**src/rtl/ads127l01_frame_packer.sv**
```systemverilog
// Packs ADC samples into DMA frames: a header word, the samples sign-extended
// to 32 bits, then a trailer word that carries the clip count and frame length.
module ads127l01_frame_packer #(
    parameter int DW = 24,
    parameter int CW = 16
) (
    input  logic          clk,
    input  logic          rst,
    input  logic          en,
    input  logic          s_axis_tvalid,
    output logic          s_axis_tready,
    input  logic          s_axis_tlast,
    input  logic [DW-1:0] s_axis_tdata,
    output logic          m_axis_tvalid,
    input  logic          m_axis_tready,
    output logic          m_axis_tlast,
    output logic [31:0]   m_axis_tdata,
    output logic          busy
);

    typedef enum logic [1:0] {IDLE, HDR, DATA, TRL} state_t;

    localparam logic [DW-1:0] MAX_POS = {1'b0, {(DW-1){1'b1}}};
    localparam logic [DW-1:0] MAX_NEG = {1'b1, {(DW-1){1'b0}}};
    localparam logic [CW-1:0] LEN_MAX = '1;

    state_t        state_q, state_d;
    logic          tvalid_q, tvalid_d;
    logic          tlast_q, tlast_d;
    logic [31:0]   tdata_q, tdata_d;
    logic [7:0]    seq_q, seq_d;
    logic [CW-1:0] len_q, len_d;
    logic [7:0]    clip_q, clip_d;

    logic          slot_free;
    logic          accept;
    logic          is_clip;
    logic [15:0]   len16;

    // The output register may be overwritten only once its word is gone or leaving now.
    assign slot_free     = !tvalid_q || m_axis_tready;
    assign s_axis_tready = (state_q == DATA) && slot_free;
    assign accept        = s_axis_tready && s_axis_tvalid;
    assign is_clip       = (s_axis_tdata == MAX_POS) || (s_axis_tdata == MAX_NEG);
    assign len16         = 16'(len_q);

    assign m_axis_tvalid = tvalid_q;
    assign m_axis_tlast  = tlast_q;
    assign m_axis_tdata  = tdata_q;
    assign busy          = (state_q != IDLE);

    always_comb begin
        // NOTE: every next-state value gets a default first, so no path can infer a latch.
        state_d  = state_q;
        tvalid_d = tvalid_q && !m_axis_tready;
        tlast_d  = tlast_q;
        tdata_d  = tdata_q;
        seq_d    = seq_q;
        len_d    = len_q;
        clip_d   = clip_q;

        case (state_q)
            IDLE: begin
                if (en && s_axis_tvalid) state_d = HDR;
            end
            HDR: begin
                if (slot_free) begin
                    tvalid_d = 1'b1;
                    tlast_d  = 1'b0;
                    tdata_d  = {8'hA5, seq_q, 16'h0000};
                    len_d    = '0;
                    clip_d   = '0;
                    state_d  = DATA;
                end
            end
            DATA: begin
                if (accept) begin
                    tvalid_d = 1'b1;
                    tlast_d  = 1'b0;
                    tdata_d  = 32'($signed(s_axis_tdata));
                    len_d    = (len_q == LEN_MAX) ? len_q : len_q + 1'b1;
                    if (is_clip && clip_q != 8'hFF) clip_d = clip_q + 8'd1;
                    if (s_axis_tlast) state_d = TRL;
                end
            end
            TRL: begin
                if (slot_free) begin
                    tvalid_d = 1'b1;
                    tlast_d  = 1'b1;
                    tdata_d  = {8'h5A, clip_q, len16};
                    seq_d    = seq_q + 8'd1;
                    state_d  = IDLE;
                end
            end
            default: state_d = IDLE;
        endcase
    end

    // NOTE: state uses non-blocking assignments so every register samples pre-edge values.
    always_ff @(posedge clk) begin
        if (rst) begin
            state_q  <= IDLE;
            tvalid_q <= 1'b0;
            tlast_q  <= 1'b0;
            tdata_q  <= '0;
            seq_q    <= '0;
            len_q    <= '0;
            clip_q   <= '0;
        end else begin
            state_q  <= state_d;
            tvalid_q <= tvalid_d;
            tlast_q  <= tlast_d;
            tdata_q  <= tdata_d;
            seq_q    <= seq_d;
            len_q    <= len_d;
            clip_q   <= clip_d;
        end
    end

endmodule

```
**config.mk**
```make
export PLATFORM = sky130hd
export DESIGN_NAME = ads127l01_frame_packer
export DESIGN_NICKNAME = d
export VERILOG_FILES = /design/src/rtl/ads127l01_frame_packer.sv
export SDC_FILE = /design/constraint.sdc
export NUM_CORES = 1
export LEC_CHECK = 0
export BUFFER_PORTS_ARGS = -buffer_cell sky130_fd_sc_hd__buf_4
export CAP_MARGIN = 0
export CORE_ASPECT_RATIO = 0.75
export CORE_UTILIZATION = 55
export CTS_CLUSTER_SIZE = 14
export DETAILED_ROUTE_END_ITERATION = 6
export PLACE_DENSITY = 0.8
export SLEW_MARGIN = 30
export SYNTH_ARGS = -nofsm -noshare
export SYNTH_HDL_FRONTEND = slang
export SYNTH_SLANG_ARGS = --single-unit
```
**constraint.sdc**
```tcl
create_clock -name clk -period 2.29 [get_ports clk]
set_clock_uncertainty 0.2 [all_clocks]
set_input_delay 0.458 -clock clk [delete_from_list [all_inputs] [get_ports clk]]
set_output_delay 0.458 -clock clk [all_outputs]
set_load 0.01 [all_outputs]
```
==> impl_metrics.tcl, run 1 <==
set metrics [dict create \
    cts.sinks 62 \
    synth.distinct_cells 48 \
    ys_ff_latch 62 \
    final.setup.tns_ps 0 \
    syn_avg_cell_area_um2 8.203 \
    io_pins 66 \
    synth_fp_nets 428 \
    preCtsSetupSlack_ps 31.96 \
    critical_path_buf_inv_count 3 \
    grt.total_usage_pct 29.48 \
    root_buffer "clkbuf_8" \
    ys.flop_type "dfxtp_1" \
    cap_violations 0 \
    yosysSeqAreaShare_pct 38.80 \
    status "finished clean" \
    fin_ws_ps 85.46 \
    ir_worst_vdd_uv 846.2 \
    final_common_cell "buf_4" \
    cp-start-kind "flop" \
    hp-class "input port to flop" \
    grt_pass1_vias 2827 \
    synthesis.area_mm2 0.003199 \
    die_y_um 68.05 \
    ant_nets 0 \
    final_nets 490 \
    arrival_ps 2230 \
    wl_per_cell_um 16.45 \
    finalMaxSlewViolations 0 \
    cts_tree "yes" \
    grt-ovfl-total 0 \
    slowest_delay_ps 390 \
    remaining_drc_errors 0 \
    dp_cells 514 \
    insertedDiodeCount 0 \
    worst_pin_slew_ps 523.9 \
    ys_warn_count 0 \
    clk_pin_slew_ps 70 \
    max_freq_mhz 453.6 \
    dieArea_mm2 0.006129 \
    setup_viol 0 \
    crit_chain "inv_1 > ha_1 > buf_4 > o21bai_1 > a21oi_4 > buf_12 > nor2_1 > a311oi_1" \
    cts_hold_buf 0 \
    io_buffers 65 \
    die_w_um 90.07 \
    cts_buffer_depth 2 \
    dr.pass1.iters 6 \
    powerDensity_mw_per_mm2 1083 \
    wl_um 8752 \
    fillers 413 \
    post-route-util_pct 74.49 \
    final_cell_count_no_fill 532 \
    start_util_pct 58.51 \
    async_flop_share_pct 0 \
    vias_per_cell 6.053 \
    synth_cells 390 \
    worstPathMaxFanout 24 \
    grt_max_degree 49 \
    cp_slowest_cell "dfxtp_1" \
    p_leak_nw 1.482 \
    clk_latency_ps 340 \
    vias 3220 \
    cp_top_family "compound AO/OA/AOI/OAI gates" \
    grt_pass1_wl_um 14050 \
    rows 23 \
    numCtsBuffers 9 \
    critPathCaptureType "flop" \
    crit_required_ps 2320 \
    gp_congestion 0.9327 \
    coreArea_mm2 0.005468 \
    area_growth_pct 27.30 \
    period_minus_slack_ps 2205 \
    antenna_found_initial 0 \
    critical_path_class "flop to flop" \
    layout-drive-gt1-share_pct 23.19 \
    period_share_pct 96.27 \
    finalHoldViolations 0 \
    final_cell_mix "80 x buf_4, 62 x dfxtp_1, 47 x nor2_1, 36 x nand2_1" \
    place_hpwl_um 5920 \
    initialDrtViolationCount 343 \
    relSlewSlack_pct 64.81 \
    cts_max_level 3 \
    synth_edf_count 0 \
]
-- final cells by class --
cell class	instances	area (um2)	share of cell area, %
inverters	8	30.03	0.7373
clock buffers	11	141.4	3.472
well taps	75	93.84	2.304
repair buffers	83	665.6	16.34
flip-flops and latches	62	1241	30.48
clock inverters	5	106.4	2.611
multi-input cells	288	1794	44.06
-- worst register-to-register path: cells and delay by family, from the launching register on --
| family | cells | cell delay (ps) |
|---|---|---|
| and+or+nand+nor | 1 | 80 |
| DFF | 1 | 390 |
| buffers and inverters | 3 | 470 |
| adders and majority gates | 1 | 220 |
| AOI/OAI and AO/OA | 3 | 750 |
-- per-stage QoR --
stage,instance area (um2),hold WS (ps),power [mW]
after CTS,4014,240.0,4.230
final,4073,249.3,4.411
after detailed placement,3766,273.5,3.023
after floorplan,3199,260.7,2.437
after global placement,3766,269.2,2.997
after global routing,4073,240.1,4.671
-- worst paths after layout --
path,to,start,depth (start not counted),slack [ps]
max reg2reg,m_axis_tdata[21]$_SDFFE_PP0P_,state_q[0]$_SDFFE_PP0P_,8,90
max,m_axis_tdata[21]$_SDFFE_PP0P_,state_q[0]$_SDFFE_PP0P_,8,90
min reg2reg,m_axis_tdata[3]$_SDFFE_PP0P_,m_axis_tdata[3]$_SDFFE_PP0P_,2,290
min,m_axis_tdata[2]$_SDFFE_PP0P_,s_axis_tdata[2],3,250
-- flip-flops by register name, indices dropped and copies added (netlist names) --
name and cells:
state_q 2, m_axis_tdata 26, m_axis_tvalid 1, clip_q 8, len16 16, seq_q 8, m_axis_tlast 1
-- Yosys cell counts (4+ instances only) --
library cell | n | area, um2
nor2b_1 | 4 | 25.02
clkbuf_1 | 17 | 63.81
a31oi_1 | 7 | 43.79
nor3_1 | 10 | 50.05
nand2b_1 | 4 | 25.02
nand4_1 | 13 | 81.33
nand2_1 | 36 | 135.1
nor4_1 | 13 | 81.33
nand3_1 | 20 | 100.1
ha_1 | 8 | 100.1
a22oi_1 | 20 | 150.1
buf_2 | 6 | 30.03
nor2_1 | 47 | 176.4
a211oi_1 | 14 | 105.1
and3_1 | 5 | 31.28
a311oi_1 | 8 | 70.07
inv_1 | 8 | 30.03
a21oi_1 | 18 | 90.09
dfxtp_1 | 62 | 1241
xnor2_1 | 12 | 105.1
o21ai_0 | 8 | 40.04
xor2_1 | 4 | 35.03
buf_4 | 6 | 45.04
mux2i_1 | 5 | 50.05
-- metal layers --
metal | vias up | share of wire (%) | global-route usage, %
met5 | - | 0 | 0
met4 | 0 | 2.6 | 12.70
met3 | 29 | 9.3 | 9.222
met2 | 165 | 42 | 44.56
met1 | 1478 | 46 | 39.21
li1 | 1548 | - | -
-- report_power, final --
| group | internal (mW) | switching, mW | total, mW |
|---|---|---|---|
| logic | 0.830 | 1.05 | 1.88 |
| registers | 1.24 | 0.112 | 1.35 |
| clock network | 0.755 | 0.431 | 1.19 |
| total | 2.82 | 1.59 | 4.41 |
-- logic make-up after synthesis --
| kind of cell | count (synthesis) | share of synthesized area, % |
|---|---|---|
| buffers and inverters | 40 | 5.905 |
| AO/OA/AOI/OAI | 89 | 19.36 |
| adder cells (fa/ha/maj) | 8 | 3.129 |
| multiplexers | 6 | 1.916 |
| AND/OR/NAND/NOR | 169 | 26.52 |
| flip-flops | 62 | 38.80 |
| XOR/XNOR | 16 | 4.380 |
-- timing repair --
action	in CTS	in global routing
buffers inserted	0	1
gates resized for setup	0	2
setup endpoints to repair	0	4
Power figures use the tool's default switching activity.
==> run 2: changes to the inputs <==
Settings changed: PLACE_DENSITY 0.8 to 0.78.
==> run 2 against run 1 <==
Effect of this change: critical path depth decreased by 1; first-iteration DRC count shrank 13%; clock power is 21% lower; clock-buffer cell count decreased by 1; register-to-register slack barely moved; largest power group unchanged; die area unchanged; sequential share of layout area up 0.31 points; critical endpoint is now len16[7]$_SDFFE_PP0P_; final area shrank 1.0%.
==> impl_metrics.tcl, run 2 (synthesis results as in run 1) <==
set metrics [dict create \
    p_sw_mw 1.600 \
    dieArea_mm2 0.006129 \
    initialDrtViolationCount 300 \
    area_growth_pct 26.01 \
    cp-start-kind "flop" \
    ant_nets 0 \
    critical_path_class "flop to flop" \
    slowest_delay_ps 430 \
    regArea_mm2 0.001241 \
    reg2reg_to "len16[7]$_SDFFE_PP0P_" \
    cp_slowest_cell "nor4b_1" \
    arrival_ps 2250 \
    insertedDiodeCount 0 \
    powerDensity_mw_per_mm2 1035 \
    p_total_mw 4.171 \
    crit_cells 7 \
    hp-class "input port to flop" \
    relSlewSlack_pct 63.52 \
    antenna_found_initial 0 \
    max_freq_mhz 454.5 \
    die_w_um 90.07 \
    crit_end "len16[7]$_SDFFE_PP0P_" \
    cts_hold_buf 0 \
    rows 23 \
    grt_max_degree 49 \
    final_common_cell "buf_4" \
    cp-startpoint "state_q[0]$_SDFFE_PP0P_" \
    root_buffer "clkbuf_8" \
    grt_pass1_vias 2766 \
    cts_tree "yes" \
    coreArea_mm2 0.005468 \
    r2r_slack_ps 90 \
    wl_per_cell_um 16.30 \
    cts_max_level 3 \
    grt-ovfl-total 0 \
    crit_required_ps 2340 \
    clock_power_share_pct 22.6 \
    dp_cells 515 \
    internal-power_mw 2.571 \
    multi_input_area_mm2 0.001800 \
    grt.total_usage_pct 29.11 \
    period_minus_slack_ps 2200 \
    setup_viol 0 \
    wl_um 8687 \
    largest_register_ffs 26 \
    worstPathMaxFanout 8 \
    p_leak_nw 1.488 \
    cp_top_family "simple AND/OR/NAND/NOR gates" \
    p_sw_share_pct 38.36 \
    vias 3196 \
    stdcell_area_mm2 0.004031 \
    grt_pass1_wl_um 13770 \
    r2r_cells 7 \
    seq_power_share_pct 32.3 \
    cts.sinks 62 \
    start_util_pct 58.51 \
    die_y_um 68.05 \
    layout-drive-gt1-share_pct 23.36 \
    post-route-util_pct 73.73 \
    rsz0062_at_grt "yes" \
    status "finished clean" \
    vias_per_cell 5.996 \
    finalMaxSlewViolations 0 \
    gp_congestion 0.9042 \
    clk_pin_slew_ps 70 \
    clk_latency_ps 350 \
    numCtsBuffers 9 \
    ir_worst_vdd_uv 1022 \
    critical_path_buf_inv_count 1 \
    crit_chain "inv_1 > ha_1 > mux2_2 > nand4_2 > nor4b_1 > xnor2_1 > nor2_1" \
    placed_area_mm2 0.003774 \
    remaining_drc_errors 0 \
    cap_violations 0 \
    regToRegStartpoint "state_q[0]$_SDFFE_PP0P_" \
    finalHoldViolations 0 \
    io_pins 66 \
    worst_pin_slew_ps 547.2 \
    fillers 438 \
    dr.pass1.iters 5 \
    io_buffers 65 \
    final_nets 491 \
    place_hpwl_um 6126 \
    cts_buffer_depth 2 \
    power_frac_comb_pct 45.1 \
    period_share_pct 96.08 \
    final_cell_mix "80 x buf_4, 62 x dfxtp_1, 47 x nor2_1, 36 x nand2_1" \
    final_cell_count_no_fill 533 \
    critPathCaptureType "flop" \
]
-- run 2: cell count changes in the layout (fill, tap and decap cells not counted), sizes merged --
cell,previous run,this run
inv,8,9
bufinv,3,1
clkbuf,12,11
buf,82,83
clkinv,1,3
-- run 2: final cells by class --
cell class | instances | share of cell area, %
Tap cell | 75 | 2.328
Inverter | 8 | 0.7449
Clock buffer | 10 | 3.166
Sequential cell | 62 | 30.79
Timing Repair Buffer | 84 | 16.79
Multi-Input combinational cell | 288 | 44.66
Clock inverter | 6 | 1.521
-- run 2: worst min-delay path by stage --
stage | startpoint | end | slack (ps) | depth (start not counted)
after global placement | m_axis_tlast$_SDFFE_PP0P_ | m_axis_tlast$_SDFFE_PP0P_ | 270 | 2
after global routing | rst | m_axis_tlast$_SDFFE_PP0P_ | 190 | 2
after detailed placement | m_axis_tdata[2]$_SDFFE_PP0P_ | m_axis_tdata[2]$_SDFFE_PP0P_ | 270 | 2
final | rst | m_axis_tvalid$_SDFF_PP0_ | 200 | 2
after floorplan | clip_q[1]$_SDFFE_PP0P_ | clip_q[1]$_SDFFE_PP0P_ | 260 | 2
after CTS | rst | m_axis_tlast$_SDFFE_PP0P_ | 190 | 2
-- run 2: repair_timing --
action | 4_1_cts | 5_1_grt
buffers inserted | 0 | 1
setup endpoints to repair | 0 | 19
resized for setup | 0 | 5
-- run 2: power by group through the flow --
stage / clock (mW) / combinational [mW] / sequential, mW
after floorplan: 0 / 1.03 / 1.41
after global placement: 0 / 1.65 / 1.36
after detailed placement: 0 / 1.68 / 1.37
after CTS: 0.953 / 1.69 / 1.35
after global routing: 0.996 / 2.06 / 1.37
final: 0.941 / 1.88 / 1.35
-- run 2: layer usage --
layer,global-route usage (%),vias up,part of all wire [%]
li1,-,1549,-
met1,39.77,1443,47
met2,43.70,178,41
met3,8.556,26,8.9
met4,11.09,0,2.9
met5,0,-,0
-- run 2: metrics by stage --
stage | setup slack (ps) | setup TNS, ps | hold WS [ps]
final | 89.67 | 0 | 195.3
after global routing | -16.97 | -20.95 | 193.1
after floorplan | 287.7 | 0 | 260.7
after detailed placement | 36.35 | 0 | 269.6
after CTS | 74.72 | 0 | 187.4
after global placement | 71.70 | 0 | 274.5
==> run 3: changes to the inputs <==
Settings changed: REMOVE_ABC_BUFFERS set to 1.
==> run 3 against run 2 <==
Effect of this change: total power down 2.1%; non-clock buffer count up 2; critical path depth down 2; critical path type is now flop to primary output; sequential power about the same; sequential share of layout area down 0.20 points; via count up 1.6%.
==> impl_metrics.tcl, run 3 (synthesis results as in run 1) <==
set metrics [dict create \
    gp_congestion 0.8764 \
    place_hpwl_um 6132 \
    numCtsBuffers 9 \
    slowest_delay_ps 340 \
    grt_max_degree 41 \
    coreArea_mm2 0.005468 \
    hold_end "m_axis_tdata[20]$_SDFFE_PP0P_" \
    insertedDiodeCount 0 \
    cts_buffer_depth 2 \
    critical_path_class "flop to primary output" \
    ant_nets 0 \
    dr.pass1.iters 5 \
    final_common_cell "buf_4" \
    period_minus_slack_ps 2191 \
    initialDrtViolationCount 364 \
    status "finished clean" \
    critPathCaptureType "primary output" \
    grt_pass1_vias 2843 \
    layout-drive-gt1-share_pct 24.35 \
    die_y_um 68.05 \
    regToRegStartpoint "state_q[0]$_SDFFE_PP0P_" \
    ir_worst_vdd_uv 613.6 \
    crit_chain "inv_1 > ha_1 > buf_12 > and2_1 > buf_4" \
    arrival_ps 1530 \
    grt.total_usage_pct 28.96 \
    setup_viol 0 \
    cap_violations 0 \
    r2r_cells 9 \
    reg2reg_to "len16[7]$_SDFFE_PP0P_" \
    final_cell_count_no_fill 535 \
    cts_tree "yes" \
    cts.sinks 62 \
    finalMaxSlewViolations 0 \
    hp-class "input port to flop" \
    vias 3246 \
    r2r_slack_ps 120 \
    start_util_pct 58.51 \
    holdCritStartpoint "s_axis_tdata[20]" \
    worst_pin_slew_ps 493.9 \
    wl_um 8664 \
    clk_latency_ps 350 \
    grt-ovfl-total 0 \
    wl_per_cell_um 16.19 \
    final_nets 493 \
    crit_required_ps 1630 \
    cp-start-kind "flop" \
    postCtsSetupRepairBufs 0 \
    area_growth_pct 26.95 \
    max_freq_mhz 456.3 \
    hold_ws_ps 214.4 \
    final_cell_mix "83 x buf_4, 61 x dfxtp_1, 47 x nor2_1, 36 x nand2_1, 20 x a22oi_1" \
    remaining_drc_errors 0 \
    cp_top_family "buffers and inverters" \
    post-route-util_pct 74.28 \
    cts_hold_buf 0 \
    root_buffer "clkbuf_8" \
    cts_max_level 3 \
    grt_pass1_wl_um 13880 \
    dp_cells 519 \
    dieArea_mm2 0.006129 \
    p_leak_nw 1.490 \
    crit_cells 5 \
    rsz0062_at_grt "no" \
    finalHoldViolations 0 \
    period_share_pct 95.69 \
    clk_pin_slew_ps 70 \
    die_w_um 90.07 \
    worstPathMaxFanout 39 \
    rows 23 \
    relSlewSlack_pct 66.79 \
    fillers 434 \
    powerDensity_mw_per_mm2 1005 \
    io_buffers 65 \
    vias_per_cell 6.067 \
    critical_path_buf_inv_count 3 \
    io_pins 66 \
    antenna_found_initial 0 \
    whs_path_depth 3 \
    cp_slowest_cell "dfxtp_2" \
    largest_register_ffs 26 \
]
## run 3: cell types whose count changed in the layout (fill, tap and decap cells not counted), sizes merged
cell / before / now
clkbuf: 11 / 10
clkinv: 3 / 5
buf: 83 / 86
clkinvlp: 1 / 0
inv: 9 / 8
## run 3: cell type report
class	count	area, um2	share of cell area (%)
multi-input cells	288	1831	45.07
flip-flops and latches	62	1242	30.59
clock inverters	6	62.56	1.540
clock buffers	10	127.6	3.142
repair buffers	86	674.4	16.61
well taps	75	93.84	2.311
inverters	8	30.03	0.7394
## run 3: repair_timing
| action | 4_1_cts | 5_1_grt |
|---|---|---|
| resized for setup | 1 | 8 |
| setup endpoints to repair | 1 | 18 |
| pin swaps | 0 | 1 |
| endpoints found under the hold margin | 0 | 0 |
## run 3: worst min-delay path, cell delays in order
cell	delay, ps
buf_4	120
nand2_1	60
a311oi_1	70
## run 3: per-layer routing
| metal | wire (um) | track usage, % | vias to the layer above |
|---|---|---|---|
| li1 | - | - | 1553 |
| met1 | 4125 | 40.29 | 1527 |
| met2 | 3624 | 43.51 | 150 |
| met3 | 762 | 7.222 | 16 |
| met4 | 151 | 11.09 | 0 |
| met5 | 0 | 0 | - |
## run 3: worst max-delay path by stage
stage / from / endpoint
final: state_q[0]$_SDFFE_PP0P_ / s_axis_tready
after floorplan: state_q[0]$_SDFFE_PP0P_ / m_axis_tdata[0]$_SDFFE_PP0P_
after detailed placement: s_axis_tdata[10] / clip_q[2]$_SDFFE_PP0P_
after CTS: state_q[0]$_SDFFE_PP0P_ / s_axis_tready
after global placement: s_axis_tdata[10] / clip_q[0]$_SDFFE_PP0P_
after global routing: state_q[0]$_SDFFE_PP0P_ / len16[7]$_SDFFE_PP0P_
## run 3: where the power goes
group | switching, mW | total [mW] | internal (mW)
sequential | 0.112 | 1.35 | 1.24
combinational | 1.02 | 1.79 | 0.766
clock | 0.446 | 0.946 | 0.500
## run 3: stage by stage
step	setup TNS (ps)	power [mW]	instance area, um2	setup slack (ps)
6_report	0	4.083	4061	98.63
5_1_grt	0	4.315	4061	15.81
4_1_cts	0	4.037	4013	39.20
3_5_place_dp	-6.336	3.103	3816	-6.336
3_3_place_gp	0	3.067	3816	12.99
2_1_floorplan	-39520	2.344	3040	-1378
